## config.mk

```make
export PLATFORM = sky130hd
export DESIGN_NAME = adder_array_ctrl_flat
export DESIGN_NICKNAME = d
export VERILOG_FILES = /design/src/rtl/adder_array_ctrl_if.sv /design/src/rtl/adder_array_ctrl.sv /design/src/flat_wrapper.sv
export SDC_FILE = /design/constraint.sdc
export NUM_CORES = 1
export LEC_CHECK = 0
export CAP_MARGIN = 20
export CORE_AREA = 2 2 310 312
export DETAILED_ROUTE_END_ITERATION = 10
export DIE_AREA = 0 0 312 314
export PLACE_DENSITY_LB_ADDON = 0.2
export SLEW_MARGIN = 20
export SYNTH_ARGS = -nofsm -noshare
export SYNTH_HDL_FRONTEND = slang
export SYNTH_SLANG_ARGS = --single-unit
```

## constraint.sdc

```tcl
create_clock -name clk -period 17.5 [get_ports clk]
set_input_delay 3.5 -clock clk [delete_from_list [all_inputs] [get_ports clk]]
set_output_delay 3.5 -clock clk [all_outputs]
set_load 0.005 [all_outputs]
```

## src/rtl/adder_array_ctrl_if.sv

```systemverilog
// rtl/adder_array_ctrl_if.sv - request, response and adder-array signal bundle for adder_array_ctrl
interface adder_array_ctrl_if;
  logic        req_valid;
  logic        req_ready;
  logic [1:0]  req_mode;
  logic [1:0]  req_lane;
  logic [31:0] req_a0, req_a1, req_a2, req_a3;
  logic [31:0] req_b0, req_b1, req_b2, req_b3;
  logic [2:0]  aa_cmd;
  logic [31:0] aa_ain0, aa_ain1, aa_ain2, aa_ain3;
  logic [31:0] aa_bin0, aa_bin1, aa_bin2, aa_bin3;
  logic [31:0] aa_dout0, aa_dout1, aa_dout2, aa_dout3;
  logic [3:0]  aa_ovf;
  logic        rsp_valid;
  logic        rsp_ready;
  logic [31:0] rsp_d0, rsp_d1, rsp_d2, rsp_d3;
  logic [3:0]  rsp_ovf;
  logic        rsp_err;

  modport slave (
    input  req_valid, req_mode, req_lane,
    input  req_a0, req_a1, req_a2, req_a3, req_b0, req_b1, req_b2, req_b3,
    output req_ready,
    output aa_cmd, aa_ain0, aa_ain1, aa_ain2, aa_ain3, aa_bin0, aa_bin1, aa_bin2, aa_bin3,
    input  aa_dout0, aa_dout1, aa_dout2, aa_dout3, aa_ovf,
    output rsp_valid, rsp_d0, rsp_d1, rsp_d2, rsp_d3, rsp_ovf, rsp_err,
    input  rsp_ready
  );

  modport master (
    output req_valid, req_mode, req_lane,
    output req_a0, req_a1, req_a2, req_a3, req_b0, req_b1, req_b2, req_b3,
    input  req_ready,
    input  aa_cmd, aa_ain0, aa_ain1, aa_ain2, aa_ain3, aa_bin0, aa_bin1, aa_bin2, aa_bin3,
    output aa_dout0, aa_dout1, aa_dout2, aa_dout3, aa_ovf,
    input  rsp_valid, rsp_d0, rsp_d1, rsp_d2, rsp_d3, rsp_ovf, rsp_err,
    output rsp_ready
  );
endinterface

```

## src/rtl/adder_array_ctrl.sv

```systemverilog
// rtl/adder_array_ctrl.sv - sequences single/parallel/sweep adds on a 4-lane adder array
// Optional: define ADDER_CTRL_SAT_EN to saturate overflowing lanes to 32'hFFFFFFFF.
module adder_array_ctrl #(
  parameter logic [2:0] IDLE_CMD = 3'd7
) (
  input logic          clk,
  input logic          rst,
  adder_array_ctrl_if.slave bus
);
  typedef enum logic [1:0] {IDLE, ISSUE, SWEEP, RESP} state_t;

  state_t      state, state_next;
  logic [1:0]  mode_q, lane_q, cnt_q;
  logic [2:0]  cmd_q, cmd_next;
  logic [31:0] a_q [4];
  logic [31:0] b_q [4];
  logic [31:0] d_q [4];
  logic [3:0]  ovf_q;
  logic        err_q;
  logic [31:0] a_in [4];
  logic [31:0] b_in [4];
  logic [31:0] dout [4];
  logic [31:0] res [4];
  logic        accept;

  assign a_in[0] = bus.req_a0;  assign a_in[1] = bus.req_a1;
  assign a_in[2] = bus.req_a2;  assign a_in[3] = bus.req_a3;
  assign b_in[0] = bus.req_b0;  assign b_in[1] = bus.req_b1;
  assign b_in[2] = bus.req_b2;  assign b_in[3] = bus.req_b3;
  assign dout[0] = bus.aa_dout0; assign dout[1] = bus.aa_dout1;
  assign dout[2] = bus.aa_dout2; assign dout[3] = bus.aa_dout3;

  assign bus.req_ready = (state == IDLE) && !rst;
  assign accept        = bus.req_valid && bus.req_ready;

  always_comb begin
    for (int i = 0; i < 4; i++) begin
`ifdef ADDER_CTRL_SAT_EN
      res[i] = bus.aa_ovf[i] ? 32'hFFFF_FFFF : dout[i];
`else
      res[i] = dout[i];
`endif
    end
  end

  always_ff @(posedge clk or posedge rst) begin
    if (rst) begin
      state <= IDLE;
      cmd_q <= IDLE_CMD;
    end else begin
      state <= state_next;
      cmd_q <= cmd_next;
    end
  end

  // cmd_next is the command the array sees during the state being entered
  always_comb begin
    state_next = state;
    cmd_next   = cmd_q;
    case (state)
      IDLE: begin
        if (accept) begin
          case (bus.req_mode)
            2'd0: begin state_next = ISSUE; cmd_next = {1'b0, bus.req_lane}; end
            2'd1: begin state_next = ISSUE; cmd_next = 3'd4; end
            2'd2: begin state_next = SWEEP; cmd_next = 3'd0; end
            default: begin state_next = RESP; cmd_next = IDLE_CMD; end
          endcase
        end
      end
      ISSUE: begin
        state_next = RESP;
        cmd_next   = IDLE_CMD;
      end
      SWEEP: begin
        if (cnt_q == 2'd3) begin
          state_next = RESP;
          cmd_next   = IDLE_CMD;
        end else begin
          cmd_next = {1'b0, cnt_q + 2'd1};
        end
      end
      RESP: begin
        cmd_next = IDLE_CMD;
        if (bus.rsp_ready) state_next = IDLE;
      end
      default: begin
        state_next = IDLE;
        cmd_next   = IDLE_CMD;
      end
    endcase
  end

  always_ff @(posedge clk or posedge rst) begin
    if (rst) begin
      mode_q <= 2'd0;
      lane_q <= 2'd0;
      cnt_q  <= 2'd0;
      ovf_q  <= 4'd0;
      err_q  <= 1'b0;
      for (int i = 0; i < 4; i++) begin
        a_q[i] <= 32'd0;
        b_q[i] <= 32'd0;
        d_q[i] <= 32'd0;
      end
    end else begin
      case (state)
        IDLE: begin
          if (accept) begin
            mode_q <= bus.req_mode;
            lane_q <= bus.req_lane;
            cnt_q  <= 2'd0;
            ovf_q  <= 4'd0;
            err_q  <= (bus.req_mode == 2'd3);
            for (int i = 0; i < 4; i++) begin
              a_q[i] <= a_in[i];
              b_q[i] <= b_in[i];
              d_q[i] <= 32'd0;
            end
          end
        end
        ISSUE: begin
          for (int i = 0; i < 4; i++) begin
            if (mode_q == 2'd1 || lane_q == 2'(i)) begin
              d_q[i]   <= res[i];
              ovf_q[i] <= bus.aa_ovf[i];
            end
          end
        end
        SWEEP: begin
          d_q[cnt_q]   <= res[cnt_q];
          ovf_q[cnt_q] <= bus.aa_ovf[cnt_q];
          cnt_q        <= cnt_q + 2'd1;
        end
        default: ;
      endcase
    end
  end

  assign bus.aa_cmd  = cmd_q;
  assign bus.aa_ain0 = a_q[0]; assign bus.aa_ain1 = a_q[1];
  assign bus.aa_ain2 = a_q[2]; assign bus.aa_ain3 = a_q[3];
  assign bus.aa_bin0 = b_q[0]; assign bus.aa_bin1 = b_q[1];
  assign bus.aa_bin2 = b_q[2]; assign bus.aa_bin3 = b_q[3];

  assign bus.rsp_valid = (state == RESP);
  assign bus.rsp_d0    = d_q[0];
  assign bus.rsp_d1    = d_q[1];
  assign bus.rsp_d2    = d_q[2];
  assign bus.rsp_d3    = d_q[3];
  assign bus.rsp_ovf   = ovf_q;
  assign bus.rsp_err   = err_q;
endmodule
```

## src/flat_wrapper.sv

```systemverilog
// flat-port wrapper written by rule: the top's interface ports become plain ports
module adder_array_ctrl_flat 
#(
  parameter logic [2:0] IDLE_CMD = 3'd7
)
  (clk, rst, bus_req_valid, bus_req_mode, bus_req_lane, bus_req_a0, bus_req_a1, bus_req_a2, bus_req_a3, bus_req_b0, bus_req_b1, bus_req_b2, bus_req_b3, bus_req_ready, bus_aa_cmd, bus_aa_ain0, bus_aa_ain1, bus_aa_ain2, bus_aa_ain3, bus_aa_bin0, bus_aa_bin1, bus_aa_bin2, bus_aa_bin3, bus_aa_dout0, bus_aa_dout1, bus_aa_dout2, bus_aa_dout3, bus_aa_ovf, bus_rsp_valid, bus_rsp_d0, bus_rsp_d1, bus_rsp_d2, bus_rsp_d3, bus_rsp_ovf, bus_rsp_err, bus_rsp_ready);
  adder_array_ctrl_if bus_i ();
  input logic clk;
  input logic rst;
  input wire logic [$bits(bus_i.req_valid)-1:0] bus_req_valid;
  input wire logic [$bits(bus_i.req_mode)-1:0] bus_req_mode;
  input wire logic [$bits(bus_i.req_lane)-1:0] bus_req_lane;
  input wire logic [$bits(bus_i.req_a0)-1:0] bus_req_a0;
  input wire logic [$bits(bus_i.req_a1)-1:0] bus_req_a1;
  input wire logic [$bits(bus_i.req_a2)-1:0] bus_req_a2;
  input wire logic [$bits(bus_i.req_a3)-1:0] bus_req_a3;
  input wire logic [$bits(bus_i.req_b0)-1:0] bus_req_b0;
  input wire logic [$bits(bus_i.req_b1)-1:0] bus_req_b1;
  input wire logic [$bits(bus_i.req_b2)-1:0] bus_req_b2;
  input wire logic [$bits(bus_i.req_b3)-1:0] bus_req_b3;
  output wire logic [$bits(bus_i.req_ready)-1:0] bus_req_ready;
  output wire logic [$bits(bus_i.aa_cmd)-1:0] bus_aa_cmd;
  output wire logic [$bits(bus_i.aa_ain0)-1:0] bus_aa_ain0;
  output wire logic [$bits(bus_i.aa_ain1)-1:0] bus_aa_ain1;
  output wire logic [$bits(bus_i.aa_ain2)-1:0] bus_aa_ain2;
  output wire logic [$bits(bus_i.aa_ain3)-1:0] bus_aa_ain3;
  output wire logic [$bits(bus_i.aa_bin0)-1:0] bus_aa_bin0;
  output wire logic [$bits(bus_i.aa_bin1)-1:0] bus_aa_bin1;
  output wire logic [$bits(bus_i.aa_bin2)-1:0] bus_aa_bin2;
  output wire logic [$bits(bus_i.aa_bin3)-1:0] bus_aa_bin3;
  input wire logic [$bits(bus_i.aa_dout0)-1:0] bus_aa_dout0;
  input wire logic [$bits(bus_i.aa_dout1)-1:0] bus_aa_dout1;
  input wire logic [$bits(bus_i.aa_dout2)-1:0] bus_aa_dout2;
  input wire logic [$bits(bus_i.aa_dout3)-1:0] bus_aa_dout3;
  input wire logic [$bits(bus_i.aa_ovf)-1:0] bus_aa_ovf;
  output wire logic [$bits(bus_i.rsp_valid)-1:0] bus_rsp_valid;
  output wire logic [$bits(bus_i.rsp_d0)-1:0] bus_rsp_d0;
  output wire logic [$bits(bus_i.rsp_d1)-1:0] bus_rsp_d1;
  output wire logic [$bits(bus_i.rsp_d2)-1:0] bus_rsp_d2;
  output wire logic [$bits(bus_i.rsp_d3)-1:0] bus_rsp_d3;
  output wire logic [$bits(bus_i.rsp_ovf)-1:0] bus_rsp_ovf;
  output wire logic [$bits(bus_i.rsp_err)-1:0] bus_rsp_err;
  input wire logic [$bits(bus_i.rsp_ready)-1:0] bus_rsp_ready;
  assign bus_i.req_valid = bus_req_valid;
  assign bus_i.req_mode = bus_req_mode;
  assign bus_i.req_lane = bus_req_lane;
  assign bus_i.req_a0 = bus_req_a0;
  assign bus_i.req_a1 = bus_req_a1;
  assign bus_i.req_a2 = bus_req_a2;
  assign bus_i.req_a3 = bus_req_a3;
  assign bus_i.req_b0 = bus_req_b0;
  assign bus_i.req_b1 = bus_req_b1;
  assign bus_i.req_b2 = bus_req_b2;
  assign bus_i.req_b3 = bus_req_b3;
  assign bus_req_ready = bus_i.req_ready;
  assign bus_aa_cmd = bus_i.aa_cmd;
  assign bus_aa_ain0 = bus_i.aa_ain0;
  assign bus_aa_ain1 = bus_i.aa_ain1;
  assign bus_aa_ain2 = bus_i.aa_ain2;
  assign bus_aa_ain3 = bus_i.aa_ain3;
  assign bus_aa_bin0 = bus_i.aa_bin0;
  assign bus_aa_bin1 = bus_i.aa_bin1;
  assign bus_aa_bin2 = bus_i.aa_bin2;
  assign bus_aa_bin3 = bus_i.aa_bin3;
  assign bus_i.aa_dout0 = bus_aa_dout0;
  assign bus_i.aa_dout1 = bus_aa_dout1;
  assign bus_i.aa_dout2 = bus_aa_dout2;
  assign bus_i.aa_dout3 = bus_aa_dout3;
  assign bus_i.aa_ovf = bus_aa_ovf;
  assign bus_rsp_valid = bus_i.rsp_valid;
  assign bus_rsp_d0 = bus_i.rsp_d0;
  assign bus_rsp_d1 = bus_i.rsp_d1;
  assign bus_rsp_d2 = bus_i.rsp_d2;
  assign bus_rsp_d3 = bus_i.rsp_d3;
  assign bus_rsp_ovf = bus_i.rsp_ovf;
  assign bus_rsp_err = bus_i.rsp_err;
  assign bus_i.rsp_ready = bus_rsp_ready;
  adder_array_ctrl #(.IDLE_CMD(IDLE_CMD)) u_core (.clk(clk), .rst(rst), .bus(bus_i));
endmodule
```

## Yosys cells after proc, flatten, opt, wreduce, memory -nomap -nowiden

Cells that the tools add are included.

- Word-level logic and storage cells: 103
- Output and inout port bits: 394
- Bits of input ports: 396
- Register bits after elaboration: 400

- Mux-type cells: 34
- Reduce and logical (&&, ||, !) cells: 23
- Equality and inequality tests: 18
- Bitwise logic cells: 1
- Add/subtract/negate cells: 1
- Magnitude comparators: 4

Operator list:

| cell | count |
|---|---|
| one-hot mux 128 bit (3 select lines) | 1 |
| two-way mux 32 bit | 7 |
| bitwise mux 128 bit | 1 |
| two-way mux 128 bit | 1 |
| binary-select mux 32 bit (select 2 bit) | 1 |
| demux 32 bit (select 2 bit) | 1 |
| one-hot mux 3 bit (3 select lines) | 2 |
| AND reduction 3 bit | 5 |
| == test 2 bit, second input constant | 7 |
| inequality test 2 x 1 -> 1 bit, second input constant | 7 |
| one-hot mux 4 bit (3 select lines) | 1 |
| == test 2 x 1 -> 1 bit, second input constant | 4 |
| two-way mux 2 bit | 4 |
| one-hot mux 2 bit (2 select lines) | 2 |
| one-hot mux 2 bit (4 select lines) | 1 |
| logical NOT 2 bit | 3 |
| two-way mux 1 bit | 6 |
| two-way mux 3 bit | 2 |
| bitwise mux 4 bit | 1 |
| logical AND 1 bit | 4 |
| logical OR 1 bit | 4 |
| two-way mux 4 bit | 1 |
| AND reduction 2 bit | 2 |
| OR reduction 2 bit | 2 |
| other kinds (11) | 11 |

## Depth between registers and ports, before layout

- Depth after elaboration: 7
- Gate-level depth with buffers: 10
- Depth with buffers taken out: 6

## Least setup slack after synthesis

OpenSTA, ideal clock, no wires.

- Path type: input-to-reg
- Start point: in rst
- End point: reg u_core.cmd_q[2] (netlist: u_core.bus.aa_cmd[2])
- Setup slack: 3.793 ns
- Setup time: 0.062 ns
- Stages: 4
- Data arrival time: 13.645 ns
- Required time: 17.438 ns
- Path buffers: 0
- Cells stage by stage: inv_1 > a21oi_1 > a221oi_1 > a21o_1

- Word-level cells in the longest chain between the ends: 4

RTL lines:

| what | line | source |
|---|---|---|
| from (decl) | flat_wrapper.sv:9 | `input logic rst;` |
| logical NOT 1 bit | adder_array_ctrl.sv:33 | `assign bus.req_ready = (state == IDLE) && !rst;` |
| logical AND 1 bit | adder_array_ctrl.sv:33 |  |
| logical AND 1 bit | adder_array_ctrl.sv:34 | `assign accept = bus.req_valid && bus.req_ready;` |
| inequality test 2 x 1 -> 1 bit (no line) | - |  |
| to (signal assigned) | adder_array_ctrl.sv:52 | `cmd_q <= cmd_next;` |
| to (decl) | adder_array_ctrl.sv:14 | `logic [2:0] cmd_q, cmd_next;` |

No other way between the ends.
A chain may end at the register's enable or synchronous reset.

## Worst setup path after layout

- Start point: in rst
- End point: out bus_req_ready

- Word-level cells in the longest chain between the ends: 2

RTL lines:

| what | line | source |
|---|---|---|
| logical NOT 1 bit | adder_array_ctrl.sv:33 |  |
| logical AND 1 bit | adder_array_ctrl.sv:33 |  |
| to (decl) | flat_wrapper.sv:21 | `output wire logic [$bits(bus_i.req_ready)-1:0] bus_req_ready;` |

No other way between the ends.

==> summary.md <==
| Metric | Value |
|---|---|
| Final antenna-violating net count | 0 |
| Max cap viols | 0 |
| Most common cell after layout, fill and taps aside | clkdlybuf4s50_1 |
| Run status | finished, final reports clean |
| Leak | 11.99 nW |
| IO Port Bufs | between 700 and 800 |
| CTS resizes | 0 |
| Die height | between 300 and 400 um |
| Post-Syn Instances | 1,385 |
| Type of the worst setup path | in2out |
| Placed cell area | 27,430 um2 |
| Worst Skew | 21.14 ps |
| Ys async rst share | 1.000 |
| Gr usage total | 0.1638 |
| R2r setup slk | 13,540 ps |
| Synth warn | 0 |
| # hold bufs at CTS | 0 |
| Mapped cell area | 18,230 um2 |
| Synth-to-layout area growth | 60.26% |
| Crit end category | primary output |
| CTS root buf | clkbuf_16 |
| Tmin final | ~8000 ps |
| Ports | 790 |
| Final WL | 83,320 um |
| CTS max path bufs | 3 |
| Fin Setup TNS | 0 ps |
| Final Cell Area | 29,210 um2 |
| Die W | 312 um |
| DR pass1 iterations | 7 |
| Synthesized area per cell | 13.16 um2 |
| Final worst path period share | 0.4706 |
| Die area | 97,970 um2 |
| Total global routing overflow | 0 |
| TritonCTS clock tree | done |
| CTS buffer count | 51 |
| H-tree depth | 2 |
| Seq/Total Area, Yosys | 0.5494 |
| Worst-Skew Late Latency | about 620 ps |
| Most frequent cells in the layout | 789 x clkdlybuf4s50_1, 395 x dfrtp_1, 292 x mux2_2 |
| Ys flop type | dfrtp_1 |
| DR DRC count | 0 |
| Max Clk Rate | 121.4 MHz |
| Row count | 113 |
| Fillers | 9,655 |
| Initial DRC count | 811 |
| Wire length per cell | between 20 and 25 um |
| Clk sink count | 400 |
| Worst slew pin tran | about 1200 ps |
| Starting Density | 0.1930 |
| DR vias | 15,050 |
| Hold Vio Cnt, Final | 0 |
| Yosys top cell area share | 0.5451 |
| Setup Fix Bufs, Post-CTS | 0 |
| Post-placement setup slack | approximately 9000 ps |
| Post-synth net total | around 1,800 |
| Maximum VDD drop | 113.8 uV |
| First-pass GRT wire length | 118,200 um |
| Relative slew margins | 0.2284 |
| CTS clk-pin slew, worst paths | ~60 ps |
| Final worst setup slack | between 9000 and 10,000 ps |
| Final Max Slew Viols | 0 |
| Layout cells sized above 1 | 0.2028 |
| #FFs+latches synth | 400 |
| Final setup violation count | 0 |
| Largest net degree at the start of global routing | 170 |
| Largest area contributor in the netlist | dfrtp_1 |
| Vias per cell | ~4.4 |
| WP data required | around 14,000 ps |
| Initial antenna violation count | 16 |
| Core Box Area | about 94,000 um2 |
| Pwr dens | approximately 170 nW/um2 |
| Yosys cell types | 38 |
| Top post-synthesis cells by area | dfrtp_1 55%, mux2_2 18%, o221ai_1 4.8% |
| EDFF count, synth | 0 |
| Critical Path AT | about 4700 ps |
| Unrepaired setup endpoints after global routing | false |
| Final #Nets | 2,552 |
| Startpoint types | input pin |
| Crit path max fanout | 4 |
| Hold Path Class | reg2reg |
| Vias in the first global route | 16,420 |
| Final GP Congestion | 0.8063 |
| DP Wirelength | 60,120 um |
area by class of cell:
cell class / count / area [um2] / area share
sequential: 400 / 10020 / 0.3430
timing repair buffer: 808 / 8053 / 0.2757
tap: 1265 / 1583 / 0.05419
multi-input combinational: 733 / 7221 / 0.2472
inverter: 146 / 555.5 / 0.01902
clock inverter: 17 / 266.5 / 0.009124
clock buffer: 75 / 1508 / 0.05162
antenna: 2 / 5.005 / 0.0001713
worst max-delay path, cell delays in order:
cell and delay, ps:
clkdlybuf4s50_1 550, nor2_1 160, clkdlybuf4s50_1 520
metal layers:
metal  routed length, um  vias up  share of wire  global-route usage
met2               43990      671           0.53              0.3039
met5                  25        -        0.00030                   0
li1                    -     6576              -                   -
met4                1739        4          0.021             0.03792
met3                7747      114          0.093             0.06304
met1               29820     7687           0.36              0.1740
state kept, by name (all words and copies together), names as in the netlist, 32 cells and up:
name and count:
u_core.bus.aa_ain0 32, u_core.bus.aa_ain1 32, u_core.bus.aa_ain2 32, u_core.bus.aa_ain3 32
u_core.bus.aa_bin0 32, u_core.bus.aa_bin1 32, u_core.bus.aa_bin2 32, u_core.bus.aa_bin3 32
u_core.bus.rsp_d0 32, u_core.bus.rsp_d1 32, u_core.bus.rsp_d2 32, u_core.bus.rsp_d3 32
cell usage after synthesis (2+ instances only):
cell type  number
dfrtp_1       397
mux2_2        292
inv_1         146
o221ai_1       99
o21ai_0        75
mux2i_1        66
clkbuf_1       58
buf_2          35
nand3_1        35
and3_1         34
a221o_1        33
mux4_2         28
ha_1           16
nand2_1        13
nor2_1          8
a21oi_1         6
buf_1           5
mux4_1          5
buf_4           4
dfstp_2         3
nand2b_1        3
a21o_1          2
a221oi_1        2
buf_12          2
nor2b_1         2
o211a_1         2
o211ai_1        2
or3_1           2
cells by family (layout without fill, tap and decap cells):
| logic type | count (synthesis) | after routing | share of synthesized area |
|---|---|---|---|
| other | 0 | 2 | 0 |
| muxes | 391 | 391 | 0.2585 |
| buffers and inverters | 252 | 1046 | 0.05794 |
| and+or+nand+nor | 102 | 102 | 0.03021 |
| AOI/OAI and AO/OA | 224 | 224 | 0.09302 |
| adders and majority gates | 16 | 16 | 0.01098 |
| DFF | 400 | 400 | 0.5494 |
per-stage QoR:
step,utilization,std cells,hold slack [ps],power [mW]
final,0.3093,3446,503.6,5.025
after global routing,0.3093,3446,515.9,5.321
after CTS,0.3092,3444,507.7,5.127
after detailed placement,0.2904,3352,494.0,3.962
after global placement,0.2904,3352,480.3,3.938
after floorplan,-,1385,490.3,2.559
power by group:
part / leakage [nW] / total [mW] / internal (mW) / switching [mW]
registers: 5.00 / 1.57 / 1.32 / 0.247
clock network: 0.853 / 1.11 / 0.672 / 0.443
logic: 6.14 / 2.34 / 1.27 / 1.08
total: 12.0 / 5.02 / 3.26 / 1.77
final timing paths:
check	from	to	depth (start not counted)
hold / removal	u_core.bus.aa_ain0[21]	u_core.bus.aa_ain0[21]	1
setup / recovery	rst	bus_req_ready	3
min in group asynchronous	rst	u_core.bus.aa_ain0[1]	2
max in group asynchronous	rst	u_core.bus.aa_bin3[22]	5
setup reg to reg	u_core.state[0]	u_core.bus.aa_bin3[22]	6
hold reg to reg	u_core.bus.aa_ain0[21]	u_core.bus.aa_ain0[21]	1
No activity file was read; power rests on OpenSTA's default activity.
